[config.mk]
export PLATFORM = sky130hd
export DESIGN_NAME = clyde_sbox_layer_ctrl
export DESIGN_NICKNAME = d
export VERILOG_FILES = /design/src/rtl/clyde_pkg.sv /design/src/rtl/clyde_vld_pipe.sv /design/src/rtl/clyde_sbox_layer_ctrl.sv
export SDC_FILE = /design/constraint.sdc
export NUM_CORES = 1
export LEC_CHECK = 0
export CAP_MARGIN = 20
export CORE_MARGIN = 8
export CORE_UTILIZATION = 58
export CTS_BUF_LIST = sky130_fd_sc_hd__clkbuf_4
export CTS_CLUSTER_DIAMETER = 120
export DETAILED_ROUTE_END_ITERATION = 7
export DONT_BUFFER_PORTS = 1
export GPL_ROUTABILITY_DRIVEN = 0
export PLACE_DENSITY = 0.82
export SLEW_MARGIN = 20
export SYNTH_ARGS = -nofsm -noshare
export SYNTH_HDL_FRONTEND = slang
export SYNTH_SLANG_ARGS = --single-unit
[constraint.sdc]
create_clock -name clk -period 1.55 [get_ports clk]
set_input_delay 0.31 -clock clk [delete_from_list [all_inputs] [get_ports clk]]
set_output_delay 0.31 -clock clk [all_outputs]
set_load 0.02 [all_outputs]
[src/rtl/clyde_pkg.sv]
// Shared constants, state encoding and helpers for the Clyde S-box layer sequencer.
package clyde_pkg;

   localparam int unsigned D        = 4;
   localparam int unsigned NCOLS    = 32;
   localparam int unsigned NPAR     = 4;
   localparam int unsigned NGRP     = NCOLS / NPAR;
   localparam int unsigned SBOX_LAT = 4;

   // Fresh random bits per masked AND gadget in one S-box (one bit per share pair)
   localparam int unsigned RND_W    = D * (D - 1) / 2;

   // Group index width, kept at least one bit so a single-group layer still has a port
   function automatic int unsigned grp_w(input int unsigned ngrp);
      return (ngrp > 1) ? int'($clog2(ngrp)) : 1;
   endfunction

   localparam int unsigned GW = grp_w(NGRP);

   typedef enum logic [1:0] {
      ST_IDLE  = 2'd0,
      ST_FEED  = 2'd1,
      ST_DRAIN = 2'd2,
      ST_DONE  = 2'd3
   } state_t;

endpackage

[src/rtl/clyde_vld_pipe.sv]
// Enable-gated valid/tag shift register mirroring the S-box pipeline depth.
module clyde_vld_pipe #(
   parameter int unsigned DEPTH = 4,
   parameter int unsigned TW    = 3
) (
   input  logic          clk,
   input  logic          rst,
   input  logic          en,
   input  logic          in_vld,
   input  logic [TW-1:0] in_tag,
   output logic          out_vld,
   output logic [TW-1:0] out_tag
);

   logic [DEPTH-1:0] vld;
   logic [TW-1:0]    tag [DEPTH];

   // Advances only when the S-box bank advances, so tags stay aligned with data
   always_ff @(posedge clk or posedge rst) begin
      if (rst) begin
         vld <= '0;
         for (int i = 0; i < int'(DEPTH); i++) tag[i] <= '0;
      end else if (en) begin
         vld    <= {vld[DEPTH-2:0], in_vld};
         tag[0] <= in_tag;
         for (int i = 1; i < int'(DEPTH); i++) tag[i] <= tag[i-1];
      end
   end

   assign out_vld = vld[DEPTH-1];
   assign out_tag = tag[DEPTH-1];

endmodule

[src/rtl/clyde_sbox_layer_ctrl.sv]
// Sequences one Clyde S-box layer through NPAR pipelined masked S-boxes.
// Optional stall counter port enabled by defining CLYDE_SBOX_STALL_CNT_EN.
module clyde_sbox_layer_ctrl
   import clyde_pkg::*;
#(
   parameter  int unsigned NCOLS = clyde_pkg::NCOLS,
   parameter  int unsigned NPAR  = clyde_pkg::NPAR,
   parameter  int unsigned LAT   = clyde_pkg::SBOX_LAT,
   localparam int unsigned NGRP  = NCOLS / NPAR,
   localparam int unsigned GW    = grp_w(NGRP)
) (
   input  logic          clk,
   input  logic          rst,
   input  logic          start,
   output logic          busy,
   output logic          done,
   input  logic          rnd_valid,
   output logic          rnd_ready,
   output logic          sbox_en,
   output logic [GW-1:0] in_grp,
   output logic          in_vld,
   output logic [GW-1:0] out_grp,
   output logic          out_we
`ifdef CLYDE_SBOX_STALL_CNT_EN
  ,output logic [15:0]   stall_cnt
`endif
);

   state_t        state, state_nx;
   logic [GW-1:0] grp_q;
   logic [GW:0]   out_cnt;
   logic          last_in, last_out;
   logic          pipe_vld;
   logic [GW-1:0] pipe_tag;

   assign last_in  = (grp_q == GW'(NGRP - 1));
   assign last_out = out_we && (out_cnt == (GW+1)'(NGRP - 1));
   assign out_we   = pipe_vld & sbox_en;
   assign out_grp  = pipe_tag;
   assign in_grp   = grp_q;

   always_ff @(posedge clk or posedge rst) begin
      if (rst) state <= ST_IDLE;
      else     state <= state_nx;
   end

   always_comb begin
      state_nx = state;
      unique case (state)
         ST_IDLE:  if (start) state_nx = ST_FEED;
         ST_FEED:  if (sbox_en && last_in) state_nx = ST_DRAIN;
         ST_DRAIN: if (last_out) state_nx = ST_DONE;
         ST_DONE:  state_nx = ST_IDLE;
         default:  state_nx = ST_IDLE;
      endcase
   end

   // Randomness is consumed on every enabled cycle, DRAIN included, as in-flight ANDs need it
   always_comb begin
      busy      = 1'b0;
      done      = 1'b0;
      in_vld    = 1'b0;
      sbox_en   = 1'b0;
      unique case (state)
         ST_FEED: begin
            busy    = 1'b1;
            in_vld  = 1'b1;
            sbox_en = rnd_valid;
         end
         ST_DRAIN: begin
            busy    = 1'b1;
            sbox_en = rnd_valid;
         end
         ST_DONE:  done = 1'b1;
         default: ;
      endcase
      rnd_ready = sbox_en;
   end

   always_ff @(posedge clk or posedge rst) begin
      if (rst) begin
         grp_q   <= '0;
         out_cnt <= '0;
      end else if (state == ST_IDLE && start) begin
         grp_q   <= '0;
         out_cnt <= '0;
      end else begin
         if (state == ST_FEED && sbox_en && !last_in) grp_q <= grp_q + GW'(1);
         if (out_we) out_cnt <= out_cnt + (GW+1)'(1);
      end
   end

`ifdef CLYDE_SBOX_STALL_CNT_EN
   always_ff @(posedge clk or posedge rst) begin
      if (rst)                                       stall_cnt <= '0;
      else if (state == ST_IDLE && start)            stall_cnt <= '0;
      else if (busy && !rnd_valid && stall_cnt != 16'hFFFF) stall_cnt <= stall_cnt + 16'd1;
   end
`endif

   clyde_vld_pipe #(
      .DEPTH (LAT),
      .TW    (GW)
   ) u_vld_pipe (
      .clk     (clk),
      .rst     (rst),
      .en      (sbox_en),
      .in_vld  (in_vld),
      .in_tag  (grp_q),
      .out_vld (pipe_vld),
      .out_tag (pipe_tag)
   );

endmodule

==> results of run 1 <==
-- power groups by stage --
stage               Sequential (mW)  Combinational [mW]  Clock (mW)
floorplan                      1.05                1.08           0
global placement               1.08                1.22           0
detailed placement             1.10                1.26           0
CTS                            1.08                1.55       0.325
global route                   1.11                1.91       0.349
finish                         1.09                1.78       0.318
-- flip-flops by register name, indices dropped and copies added, names as in the netlist --
register            count
in_grp                  3
out_cnt                 4
state                   2
u_vld_pipe.vld          4
u_vld_pipe.out_tag      3
u_vld_pipe.tag          9
-- layout make-up --
class	instances	area, um^2
inverters	5	25.0
flip-flops and latches	25	626
clock buffers	3	22.5
well taps	27	33.8
repair buffers	23	219
clock inverters	1	8.76
fillers	129	465
multi-input cells	55	542
-- per-layer routing --
metal	vias up	part of all wire
met3	4	0.044
met2	10	0.52
met4	0	0.014
met5	-	0
li1	347	-
met1	389	0.43
-- final timing paths --
kind                                          to  slack, ns
setup / recovery                          out_we      -0.21
min in group asynchronous     u_vld_pipe.tag[10]       0.35
hold reg to reg            u_vld_pipe.out_tag[1]       0.52
setup reg to reg                      out_cnt[3]      -0.20
hold / removal                          state[0]       0.25
max in group asynchronous      u_vld_pipe.tag[5]       0.68
-- what timing repair did --
action | in CTS | in global routing
hold endpoints to repair | 8 | 0
hold buffers | 1 | 0
buffers inserted | 8 | 7
pin swaps | 5 | 6
endpoints found under the setup margin | 6 | 26
resized for setup | 7 | 7
cloned | 0 | 0
-- kinds of logic after synthesis --
| group | count (synthesis) | synth area share |
|---|---|---|
| adders and majority gates | 8 | 0.0856 |
| DFF | 25 | 0.535 |
| AOI/OAI and AO/OA | 7 | 0.0471 |
| buffers and inverters | 11 | 0.0545 |
| muxes | 18 | 0.171 |
| xor gates and xnor gates | 4 | 0.0300 |
| and+or+nand+nor | 18 | 0.0770 |
-- worst register-to-register path: cells and delay by family, from the launching register on --
kind	cells	cell delay [ns]
buf+inv	4	0.35
flops	1	0.42
simple gates	3	0.32
xor+xnor	1	0.21
fa+ha+maj	1	0.33
-- metrics by stage --
step / util / setup TNS, ns / power (mW)
6_report: 0.760 / -1.04 / 3.18
5_1_grt: 0.760 / -1.77 / 3.37
4_1_cts: 0.717 / -0.545 / 2.95
3_5_place_dp: 0.645 / -0.0127 / 2.35
3_3_place_gp: 0.645 / 0 / 2.29
2_1_floorplan: - / -0.0605 / 2.13
-- layout by cell type (no fill, tap or decap), types with 2 or more instances in the layout --
cell and n:
a21oi_1 3, ha_1 6, inv_2 2, mux2_2 16, nand2_1 3, buf_6 5, clkbuf_4 3, xor2_1 3
dfrtp_1 25, buf_4 15, ha_4 2, buf_12 2, nor2_1 7, mux2i_1 2, a21oi_2 2
==> impl_results.md, run 1 <==
- Final setup margin: -0.205 ns
- Crit start category: flop
- Crit Path Class: reg2out
- Max clock buf depth: 2
- Iter 0 DRT Violations: 5
- P&R area growth vs syn: 26.2%
- CP startpoint: state[1]
- Register area share after synthesis: 0.535
- Pre-CTS setup slack: -0.0127 ns
- Post-Syn Area per Cell: 12.9 um^2
- Hold path start: rnd_valid
- Hold crit path type: in2reg
- Cell taking the most area after synthesis: dfrtp_1
- Largest net degree at the start of global routing: 18
- IO buf count: 0
- Largest cells by area after synthesis: dfrtp_1, mux2_2, ha_1
- Synthesis warning total: 0
- Clk Latency, worst-skew pair: 0.33 ns
- CP top delay family: flip-flops
- Worst Skew: 0.00434 ns
- Num rows: 16
- R2r worst-path depth: 9
- Peak VDD IR: 1290 uV
- Pre-antenna DRT Iters: 6
- Maxcap violations: 0
- Met1 usage: 0.145
- GRT met2 Usage: 0.208
- GRT Max-Usage Layer: met2
- Top_reg_cell synth: dfrtp_1
- Congestion Overflow GR: 0
- Final period utilization: 1.13
- Root Buffer: clkbuf_4
- Arr. time, crit path: 1.45 ns
- First-pass GRT wire length: 3.43 mm
- Mapped Area: 1170 um^2
- Reg power frac: 0.342
- PwrDens: 2160 nW/um^2
- Layout cell share with drive strength beyond 1: 0.491
- Vias/cell: 5.40
- Worst path cell trace: inv_2 -> ha_4 -> nand3_4 -> inv_4 -> buf_12
- Clock sink total: 25
- Reg clk slew, reported paths: 0.15 ns
- HPWL Detailed: 1.39 mm
- Leak: 0.726 nW
- Layout net count: 125
- Antenna Cells: 0
- Hold Path Depth: 3
- Die Width: 60.9 um
- Count leader, synth: dfrtp_1
- Final non-filler cell total: 139
- Number of routed nets with antenna violations: 0
- Placed Area: 1250 um^2
- #FFs+latches synth: 25
- TritonCTS clock tree: done
- FMAX: 0.570 GHz
- Initial core utilization: 0.602
- Setup Viol. Count Final: 10
- Number of flops mapped to enable cells by yosys: 0
- Die outline height: 60.9 um
- Placed Cells: 120
- CP max-delay cell: dfrtp_1
- Relative slew margins: 0.788
- WL/cell: 17.4 um
- CP max FO: 4
- Syn_nets: 103
- Initial antenna violation count: 0
- Sw frac: 0.393
- Drt total wl: 2.42 mm
- Full die area: 3710 um^2
- Failing checks: negative setup slack
- Internal power: 1.93 mW
- Hold Violations, Final: 0
- Clock power frac: 0.100
- CTS buffer count: 3
- DRC: 0
- H-Tree Depth: 1
- Ports: 16
- Mapped Cells: 91
- Fraction of registers with async set/reset: 1.00
- GRT Util Overall: 0.126
- Final instance area: 1480 um^2
- Cell variety after synth: 22
- CP max stage delay: 0.42 ns
- Outcome: complete, but fails checks
- Critical path required time: 1.24 ns
- Core Box Area: 1940 um^2
- Switching power: 1.25 mW
- FF-to-FF Start: state[1]
- CP Capture Type: output port
- Hold WS: 0.252 ns
- Worst Tran Pin Value: 0.318 ns
- Fin. max-slew vios: 0
- RSZ-0062 raised after global routing: yes
- Critical Path Stages: 5
- Post-synth top area share: 0.535
- Buffers & Inverters on Critical Path: 3
- Comb power frac: 0.558
- Vias in the first global route: 767
- Routed vias: 750
- Met3 GRT Util: 0.0297
- Top post-synthesis cells by count: dfrtp_1, mux2_2, ha_1
- Min Tclk post-route: 1.76 ns
(Power assumes the default switching activity.)
==> run 2, diff against run 1 <==
- ABC_AREA: unset -> 1
==> run 2 against run 1 <==
The run still ends with negative setup slack left. Hold slack improved by 0.039 ns. Cell count increased by 29%. Maximum frequency increased by 2.5%. Final area decreased by 0.85%. Critical path type unchanged. Critical endpoint unchanged.
==> impl_results.md, run 2 <==
- Antenna Cells: 0
- Die outline height: 61.8 um
- Failing checks: negative setup slack
- Largest net degree at the start of global routing: 26
- Reg clk slew, reported paths: 0.14 ns
- Fin. max-slew vios: 0
- Total chip power: 2.98 mW
- P&R area growth vs syn: 20.1%
- FF-to-FF Start: state[0]
- Arr. time, crit path: 1.40 ns
- CTS buffer count: 3
- Core Box Area: 1980 um^2
- Root Buffer: clkbuf_4
- Number of routed nets with antenna violations: 0
- H-Tree Depth: 1
- Vias/cell: 5.12
- GRT Util Overall: 0.145
- CP top delay family: flip-flops
- Outcome: complete, but fails checks
- Post-synth top area share: 0.513
- Register area share after synthesis: 0.513
- Congestion Overflow GR: 0
- Ports: 16
- R2r worst-path depth: 8
- Hold WS: 0.291 ns
- Clock sink total: 25
- IO buf count: 0
- Pre-antenna DRT Iters: 4
- Setup_tns: -0.546 ns
- Maxcap violations: 0
- RSZ-0062 raised after global routing: yes
- Critical path required time: 1.24 ns
- Hold crit path type: in2reg
- Final period utilization: 1.11
- Cell taking the most area after synthesis: dfrtp_1
- #FFs+latches synth: 25
- Setup Viol. Count Final: 5
- Layout net count: 165
- Peak VDD IR: 1270 uV
- Final setup margin: -0.163 ns
- Relative slew margins: 0.788
- Post-Syn Area per Cell: 8.96 um^2
- Routed vias: 916
- Core Util, Final: 0.739
- Hold Path Depth: 4
- Mapped Cells: 136
- Layout cell share with drive strength beyond 1: 0.224
- Iter 0 DRT Violations: 28
- PwrDens: 2040 nW/um^2
- DRC: 0
- Worst Skew: 0.00101 ns
- Max clock buf depth: 2
- Hold Crit Endpoint: state[1]
- CP max FO: 8
- Initial core utilization: 0.615
- Largest cells by area after synthesis: dfrtp_1, nand2_1, ha_1
- Synthesis warning total: 0
- R2R Path End: state[0]
- Die Width: 61.8 um
- Min Tclk post-route: 1.71 ns
- Count leader, synth: nand2_1
- Buffers & Inverters on Critical Path: 2
- Reg2Reg Setup Slack: 0.04 ns
- Hold Violations, Final: 0
- Number of flip-flops in the largest register: 9
- Worst Tran Pin Value: 0.318 ns
- Top post-synthesis cells by count: nand2_1, dfrtp_1, inv_1, o21ai_0, ha_1
- Hold path start: rnd_valid
- Clk Latency, worst-skew pair: 0.32 ns
- Top_reg_cell synth: dfrtp_1
- Crit Path Class: reg2out
- Syn_nets: 148
- Drt total wl: 2.50 mm
- Most frequent cells in the layout: nand2_1, dfrtp_1, o21ai_0, inv_1, buf_4
- WL/cell: 13.9 um
- Worst path cell trace: inv_2 -> ha_4 -> nand2_8 -> nor2_4 -> buf_6
- Most flops, register: u_vld_pipe.tag
- CP max stage delay: 0.40 ns
- Num rows: 16
- FMAX: 0.584 GHz
- Leak: 0.733 nW
- Fraction of registers with async set/reset: 1.00
- Commonest non-fill, non-tap cell in the layout: nand2_1
- Cell variety after synth: 17
- Crit start category: flop
- HPWL Detailed: 1.66 mm
- CP max-delay cell: dfrtp_1
- First-pass GRT wire length: 4.03 mm
- Initial antenna violation count: 0
- Largest registers: u_vld_pipe.tag: 9 flops, out_cnt: 4 flops, u_vld_pipe.vld: 4 flops
- Mapped Area: 1220 um^2
- Vias in the first global route: 905
- CP Capture Type: output port
- Full die area: 3820 um^2
- TritonCTS clock tree: done
- Number of flops mapped to enable cells by yosys: 0
==> run 2: what timing repair did <==
action                     in CTS  in global routing
hold endpoints to repair       25                  0
setup endpoints to repair       5                 10
hold buffers                    1                  0
buffers inserted                6                  2
pin swaps                       1                  0
resized for setup               2                  8
==> run 2: cell type report <==
type                       count  area [um^2]
multi-input combinational     87          513
clock buffer                   3         22.5
tap                           27         33.8
fill                         149          518
clock inverter                 1         7.51
sequential                    25          626
timing repair buffer          19          190
inverter                      17         71.3
==> run 2: through the flow <==
stage / cells / setup WS, ns / instance area, um^2
2_1_floorplan: 136 / -0.0404 / 1250
3_3_place_gp: 166 / 0.152 / 1320
3_5_place_dp: 166 / 0.0939 / 1320
4_1_cts: 177 / -0.157 / 1410
5_1_grt: 179 / -0.219 / 1460
6_report: 179 / -0.163 / 1460
==> run 2: worst max path at each step <==
stage	to	slack [ns]	startpoint	depth (start not counted)
2_1_floorplan	sbox_en	-0.04	state[0]	7
3_3_place_gp	out_cnt[1]	0.15	state[0]	8
3_5_place_dp	out_cnt[0]	0.09	state[0]	7
4_1_cts	out_we	-0.16	state[1]	5
5_1_grt	out_we	-0.22	state[0]	5
6_report	out_we	-0.16	state[0]	5
==> run 2: cell families after synthesis <==
logic type	count (synthesis)	share of synthesized area
compound gates	20	0.0821
simple gates	59	0.220
buf+inv	24	0.103
fa+ha+maj	8	0.0821
flops	25	0.513
==> run 2: layer usage <==
layer,global-route usage,share of wire,vias to the layer above
li1,-,-,456
met1,0.163,0.41,441
met5,0,0,-
met4,0.0747,0.016,0
met3,0.0412,0.052,4
met2,0.242,0.52,15
==> run 2: power breakdown <==
group	leakage, nW	total [mW]	switching, mW	internal, mW
logic	0.384	1.65	0.909	0.736
registers	0.336	1.04	0.168	0.870
clock network	0.0139	0.300	0.201	0.0987
total	0.733	2.98	1.28	1.71
==> run 2: worst min-delay path: cells and delay by family <==
family	cells	cell delay [ns]
and+or+nand+nor	3	0.20
AOI/OAI and AO/OA	1	0.08
